<file path="src/rtl/vedic_mul8_seq_ctrl.sv">
// Sequential 8x8 unsigned multiplier built from one shared 4x4 multiplier over four phases.
// Optional completed-operation counter enabled by defining VEDIC_MUL8_OPCNT_EN.
module vedic_mul8_seq_ctrl (
    input  logic        clk,
    input  logic        rst_n,
    input  logic        ena,
    input  logic        start,
    input  logic [7:0]  a,
    input  logic [7:0]  b,
    output logic [15:0] product,
    output logic        busy,
    output logic        done,
    output logic [7:0]  op_count
);

    localparam logic [2:0] IDLE = 3'd0;
    localparam logic [2:0] P0   = 3'd1;
    localparam logic [2:0] P1   = 3'd2;
    localparam logic [2:0] P2   = 3'd3;
    localparam logic [2:0] P3   = 3'd4;
    localparam logic [2:0] DONE = 3'd5;

    logic [2:0]  state_q, state_d;
    logic [7:0]  opA_q, opA_d;
    logic [7:0]  opB_q, opB_d;
    logic [15:0] acc_q, acc_d;
    logic [15:0] product_q, product_d;

    logic [3:0]  mulA, mulB;
    logic [7:0]  partial;
    logic [15:0] partialShifted;
    logic [15:0] accSum;

    // The phase selects which operand nibbles feed the single 4x4 multiplier and its weight.
    always_comb begin
        mulA           = opA_q[3:0];
        mulB           = opB_q[3:0];
        case (state_q)
            P1: mulB = opB_q[7:4];
            P2: mulA = opA_q[7:4];
            P3: begin
                mulA = opA_q[7:4];
                mulB = opB_q[7:4];
            end
            default: ;
        endcase
    end

    assign partial = {4'd0, mulA} * {4'd0, mulB};

    always_comb begin
        partialShifted = {8'd0, partial};
        case (state_q)
            P1, P2:  partialShifted = {4'd0, partial, 4'd0};
            P3:      partialShifted = {partial, 8'd0};
            default: ;
        endcase
    end

    assign accSum = acc_q + partialShifted;

    always_comb begin
        state_d   = state_q;
        opA_d     = opA_q;
        opB_d     = opB_q;
        acc_d     = acc_q;
        product_d = product_q;
        if (ena) begin
            case (state_q)
                IDLE: begin
                    if (start) begin
                        opA_d   = a;
                        opB_d   = b;
                        acc_d   = 16'd0;
                        state_d = P0;
                    end
                end
                P0, P1, P2: begin
                    acc_d   = accSum;
                    state_d = state_q + 3'd1;
                end
                P3: begin
                    acc_d     = accSum;
                    product_d = accSum;
                    state_d   = DONE;
                end
                default: state_d = IDLE;
            endcase
        end
    end

    always_ff @(posedge clk or negedge rst_n) begin
        if (!rst_n) begin
            state_q   <= IDLE;
            opA_q     <= 8'd0;
            opB_q     <= 8'd0;
            acc_q     <= 16'd0;
            product_q <= 16'd0;
        end else begin
            state_q   <= state_d;
            opA_q     <= opA_d;
            opB_q     <= opB_d;
            acc_q     <= acc_d;
            product_q <= product_d;
        end
    end

`ifdef VEDIC_MUL8_OPCNT_EN
    logic [7:0] opCount_q, opCount_d;

    // Counts each completion, wrapping naturally at 8 bits.
    always_comb begin
        opCount_d = opCount_q;
        if (ena && (state_q == P3)) begin
            opCount_d = opCount_q + 8'd1;
        end
    end

    always_ff @(posedge clk or negedge rst_n) begin
        if (!rst_n) begin
            opCount_q <= 8'd0;
        end else begin
            opCount_q <= opCount_d;
        end
    end

    assign op_count = opCount_q;
`else
    assign op_count = 8'd0;
`endif

    assign product = product_q;
    assign busy    = (state_q == P0) || (state_q == P1) || (state_q == P2) || (state_q == P3);
    assign done    = (state_q == DONE);

endmodule

</file>
<file path="config.mk">
export PLATFORM = sky130hd
export DESIGN_NAME = vedic_mul8_seq_ctrl
export DESIGN_NICKNAME = d
export VERILOG_FILES = /design/src/rtl/vedic_mul8_seq_ctrl.sv
export SDC_FILE = /design/constraint.sdc
export NUM_CORES = 1
export LEC_CHECK = 0
export CAP_MARGIN = 20
export CORE_MARGIN = 3
export CORE_UTILIZATION = 35
export CTS_CLUSTER_SIZE = 24
export DETAILED_ROUTE_END_ITERATION = 10
export PLACE_DENSITY_LB_ADDON = 0.15
export SYNTH_ARGS = -nofsm -noshare
export SYNTH_HDL_FRONTEND = slang
export SYNTH_SLANG_ARGS = --single-unit
</file>
<file path="constraint.sdc">
create_clock -name clk -period 6.6 [get_ports clk]
set_input_delay 1.32 -clock clk [delete_from_list [all_inputs] [get_ports clk]]
set_output_delay 1.32 -clock clk [all_outputs]
set_load 0.02 [all_outputs]
</file>
==> impl_metrics.ini, run 1 <==
[floorplanning]
fp.dieH_um = 105.3
die_x_um = 105.3
initial_core_util = 0.3668
pin_count = 46
die_area_um2 = 11090
core_area_um2 = 9415
rows = 35

[clock_network]
cts_tree = built
ctsLongestPathBuffers = 2
h-tree-depth = 2
clockRootBuffer = clkbuf_8
path_clk_slew_ps = 90
cts_buffers = 5
insertion_delay_ps = 310
cts_resized = 0
post_cts_buffers = 0
cts_hold_buf = 0
clkSinkCount = 51

[sta]
slew_headroom = 0.4396
finalHoldViolations = 0
finalCritPeriodShare = 0.9152
fmax_ghz = 0.1655
fin_skew_ps = 9.350
rsz0062_at_grt = no
slew_viol_final = 0
period_needed_ps = 6041
tightest_slew_ps = 838.0
setup_violations = 0
setup_tns_ps = 0

[logic_synthesis]
async_flop_share = 1.000
yosysWarningCount = 0
netlist_top_cells_area = dfrtp_1 (37%), ha_1 (11%), mux2_2 (6.5%), nand2_1 (4.9%), o21ai_0 (3.0%)
avgSynthCellArea_um2 = 9.755
ys_ff_latch = 51
netlist_area_um2 = 3453
synth_ff_type = dfrtp_1
synthDistinctLibCells = 53
synth-seq-area-share = 0.3696
yosys.area.top_type = dfrtp_1
synth_edf_count = 0
synth.cells.most_frequent = dfrtp_1 (51), nand2_1 (45), ha_1 (31)
netlist_instances = 354
yosysTopAreaCellShare = 0.3696
synth.most_common_cell = dfrtp_1

[cells_and_area]
nets = 448
seqCellArea_um2 = 1276
drive_above_1_share = 0.1122
diodes = 0
n_fill_cell = 917
syn2layout_area_growth_pct = 16.85
multiInputGateArea_um2 = 2033
fin_cells = 521

[worst_setup_path]
crit_type = register to register
slowest_stage = fa_1
cp_data_required_time_ps = 6830
crit_top_cell = inv_1
cpLargestDelayFamily = adder cells
cp-start-kind = register
cp_cell_sequence = inv_1 > ha_1 > inv_2 > nor2_2 > a21oi_2 > mux2i_1 > or2_2 > fa_1 > inv_1 > fa_1 > inv_1 > fa_1 > inv_1 > a21o_1 > a21oi_1 > xnor2_1 > a22o_1 > ha_1 > a21oi_1 > a21oi_1 > a211oi_2 > a22oi_1 > xnor3_1 > o21ai_1
slowest_delay_ps = 560
arrival_ps = 6280
cp_num_buf_inv = 5
crit_path_end_kind = register
cp_max_fo = 9

[grt]
grt_start_max_net_pins = 52
gr-usage-all-layers = 0.1424
grt_pass1_wl_mm = 12.99
antenna_found_initial = 0
overflow = 0
grt_pass1_vias = 2685

[status]
run_status = completed

[placed_design]
gp_congestion = 0.9070
port_buffers = 37
dp_cells = 514
hpwl_mm = 5.896

[hold_path]
hp-class = register to register

[routing]
wl_mm = 7.522
vias = 2606
detail_route.first_pass.iterations = 4
avgRoutedWirePerCell_um = 14.44
drcViolationCount = 0
viasPerCell = 5.002
drt-initial-drc-count = 93
drtAntennaViolNets = 0

[flow_run]
maxCapViolCount = 0
stage by stage:
step,util,worst slack [ps],instance area (um2),hold WS (ps)
4_1_cts,0.4286,531.5,4035,489.1
3_5_place_dp,0.4173,604.5,3929,463.6
3_3_place_gp,0.4173,695.6,3929,456.1
2_1_floorplan,-,1241,3480,455.1
6_report,0.4286,559.4,4035,482.2
5_1_grt,0.4286,68.88,4035,514.5
logic make-up (layout without fill, tap and decap cells):
logic type | after synthesis | in the layout | synth area share
other | 1 | 8 | 0.001086
and+or+nand+nor | 98 | 98 | 0.1286
xor gates and xnor gates | 16 | 16 | 0.04456
adders and majority gates | 36 | 36 | 0.1413
muxes | 28 | 28 | 0.08841
AOI/OAI and AO/OA | 89 | 89 | 0.1772
buffers and inverters | 35 | 66 | 0.04927
DFF | 51 | 51 | 0.3696
state kept, by name, summed over array words and instances, names as in the netlist:
signal and flops:
acc_q 16, product 16, state_q 3, opB_q 8
opA_q 8
layout make-up:
cell class,count,share of cell area
multi-input combinational,275,0.5039
sequential,51,0.3163
timing repair buffer,39,0.09426
tap,129,0.04000
inverter,20,0.01922
clock buffer,5,0.01705
clock inverter,2,0.009302
per-layer routing:
layer  global-route usage  vias to the layer above  routed length, um
li1                     -                     1313                  -
met1               0.1836                     1237               3580
met2               0.2441                       47               3602
met3              0.02511                        9                249
met4              0.04030                        0                 90
met5                    0                        -                  0
placed cells by master, fill, tap and decap left out, types with 10 or more instances in the layout:
cell             synthesis  routed
dfrtp_1                 51      51
nand2_1                 45      45
clkdlybuf4s50_1          0      36
ha_1                    31      31
nor2_1                  23      23
o21ai_0                 21      21
mux2_2                  20      20
inv_1                   18      18
a21oi_1                 14      14
xnor2_1                 10      10
a22o_1                  10      10
final timing paths:
check	start	endpoint	slack, ps	depth (start not counted)
setup / recovery	state_q[0]$_DFFE_PN0P_	acc_q[15]$_DFFE_PN0P_	560	24
max in group asynchronous	rst_n	product[5]$_DFFE_PN0P_	5020	2
hold / removal	product[5]$_DFFE_PN0P_	product[5]$_DFFE_PN0P_	480	2
setup reg to reg	state_q[0]$_DFFE_PN0P_	acc_q[15]$_DFFE_PN0P_	560	24
min in group asynchronous	rst_n	acc_q[2]$_DFFE_PN0P_	1100	2
hold reg to reg	product[5]$_DFFE_PN0P_	product[5]$_DFFE_PN0P_	480	2
tightest hold or removal path, stage by stage (launching register included):
cell and delay [ps]:
dfrtp_1 350, nand2_1 50, nand2_1 50
Power of run 1 is not shown: default switching activity piles up to over one toggle a cycle in this logic, so the estimate is an artifact.
==> run 2: changes to the inputs <==
--- a/config.mk
+++ b/config.mk
@@ -6,7 +6,7 @@
 export NUM_CORES = 1
 export LEC_CHECK = 0
 export CAP_MARGIN = 20
-export CORE_MARGIN = 3
+export CORE_MARGIN = 5
 export CORE_UTILIZATION = 35
 export CTS_CLUSTER_SIZE = 24
 export DETAILED_ROUTE_END_ITERATION = 10
==> run 2 against run 1 <==
- flip-flop and latch count unchanged
- routed wire length up 0.32%
- largest cell class unchanged
- cell count up 1.2%
- global-route usage down 0.64 points
- maximum frequency up 0.71%
- via count up 0.92%
- first-iteration DRC count down 22%
- non-clock buffer count up 1
- die area up 7.7%
- core utilization down 1.3 points
- count of clock-buffer cells in the layout up 1
==> impl_metrics.ini, run 2 (synthesized netlist as in run 1, its figures left out) <==
[worst_setup_path]
crit_start = state_q[0]$_DFFE_PN0P_
cp_max_fo = 9
arrival_ps = 6240
reg2reg_from = state_q[0]$_DFFE_PN0P_
r2r_setup_slack_ps = 600
crit_path_end_kind = register
cp-start-kind = register
crit_type = register to register
cp_data_required_time_ps = 6840

[cells_and_area]
mostFrequentLayoutCell = dfrtp_1
drive_above_1_share = 0.1142
n_fill_cell = 976
diodes = 0
nets = 449
final_cell_mix = dfrtp_1 (51), nand2_1 (45), clkdlybuf4s50_1 (36)
syn2layout_area_growth_pct = 16.59
fin_cells = 527

[hold_path]
hp-class = register to register
min_from = product[12]$_DFFE_PN0P_

[sta]
setup_slack_ps = 601.7
slew_headroom = 0.4364
finalCritPeriodShare = 0.9088
period_needed_ps = 5998
setup_violations = 0
rsz0062_at_grt = no
setup_tns_ps = 0
fmax_ghz = 0.1667
finalHoldViolations = 0
slew_viol_final = 0
tightest_slew_ps = 842.9
fin_skew_ps = 2.135

[clock_network]
h-tree-depth = 2
cts_hold_buf = 0
path_clk_slew_ps = 90
post_cts_buffers = 0
cts_tree = built
cts_resized = 0
clkSinkCount = 51
clockRootBuffer = clkbuf_8
cts_buffers = 5
insertion_delay_ps = 300
ctsLongestPathBuffers = 2

[floorplanning]
fp.dieH_um = 109.3
die_x_um = 109.3
core_area_um2 = 9684
pin_count = 46
rows = 36
die_area_um2 = 11950
initial_core_util = 0.3566

[routing]
wl_mm = 7.546
detail_route.first_pass.iterations = 4
drcViolationCount = 0
drtAntennaViolNets = 0
vias = 2630
avgRoutedWirePerCell_um = 14.32
drt-initial-drc-count = 73
viasPerCell = 4.991

[placed_design]
dp_cells = 519
gp_congestion = 0.8810
hpwl_mm = 5.961
dp_slack_ps = 637.4
port_buffers = 37

[grt]
grt_pass1_wl_mm = 13.01
grt_pass1_vias = 2641
antenna_found_initial = 0
overflow = 0
gr-usage-all-layers = 0.1361
grt_start_max_net_pins = 52

[status]
run_status = completed

[flow_run]
maxCapViolCount = 0
[run 2: changes by cell type in the layout (fill, tap and decap cells not counted), sizes merged]
cell    previous run  this run
buf                3         4
bufinv             1         0
clkbuf             5         6
clkinv             0         1
[run 2: worst paths after layout]
check,end,depth (start not counted)
setup / recovery,product[15]$_DFFE_PN0P_,24
hold / removal,product[12]$_DFFE_PN0P_,2
setup reg to reg,product[15]$_DFFE_PN0P_,24
hold reg to reg,product[12]$_DFFE_PN0P_,2
max in group asynchronous,product[3]$_DFFE_PN0P_,2
min in group asynchronous,product[2]$_DFFE_PN0P_,2
[run 2: cell type report]
class                      count  area (um2)  area share
inverter                      20       77.57     0.01927
clock buffer                   6       72.57     0.01802
timing repair buffer          40       387.9     0.09633
tap                          133       166.4     0.04133
clock inverter                 2       12.51    0.003108
sequential                    51        1276      0.3170
multi-input combinational    275        2033      0.5050
[run 2: worst max-delay path: stages (launching register included)]
cell      delay (ps)
dfrtp_1          420
inv_1            130
ha_1             280
inv_2             70
nor2_2           300
a21oi_2          140
mux2i_1          210
or2_2            350
fa_1             540
inv_1             50
fa_1             550
inv_1             70
fa_1             440
inv_1             70
a21o_1           110
a21oi_1           70
xnor2_1          240
a22o_1           200
ha_1             320
a21oi_1          220
a21oi_1          110
a211oi_2         380
a22oi_1          160
xnor3_1          390
o21ai_1          120
[run 2: layer usage]
| layer | up-vias | part of all wire | global-route usage |
|---|---|---|---|
| li1 | 1315 | - | - |
| met1 | 1235 | 0.47 | 0.1826 |
| met2 | 64 | 0.46 | 0.2201 |
| met3 | 16 | 0.045 | 0.02760 |
| met4 | 0 | 0.026 | 0.04363 |
| met5 | - | 0 | 0 |
[run 2: through the flow]
step                  util  hold WS [ps]  instance area (um2)
finish              0.4158         480.9                 4026
global route        0.4158         507.0                 4026
CTS                 0.4158         487.8                 4026
detailed placement  0.4070         464.0                 3941
global placement    0.4070         458.4                 3941
floorplan                -         455.1                 3480
Power of run 2 is left out for the same reason.
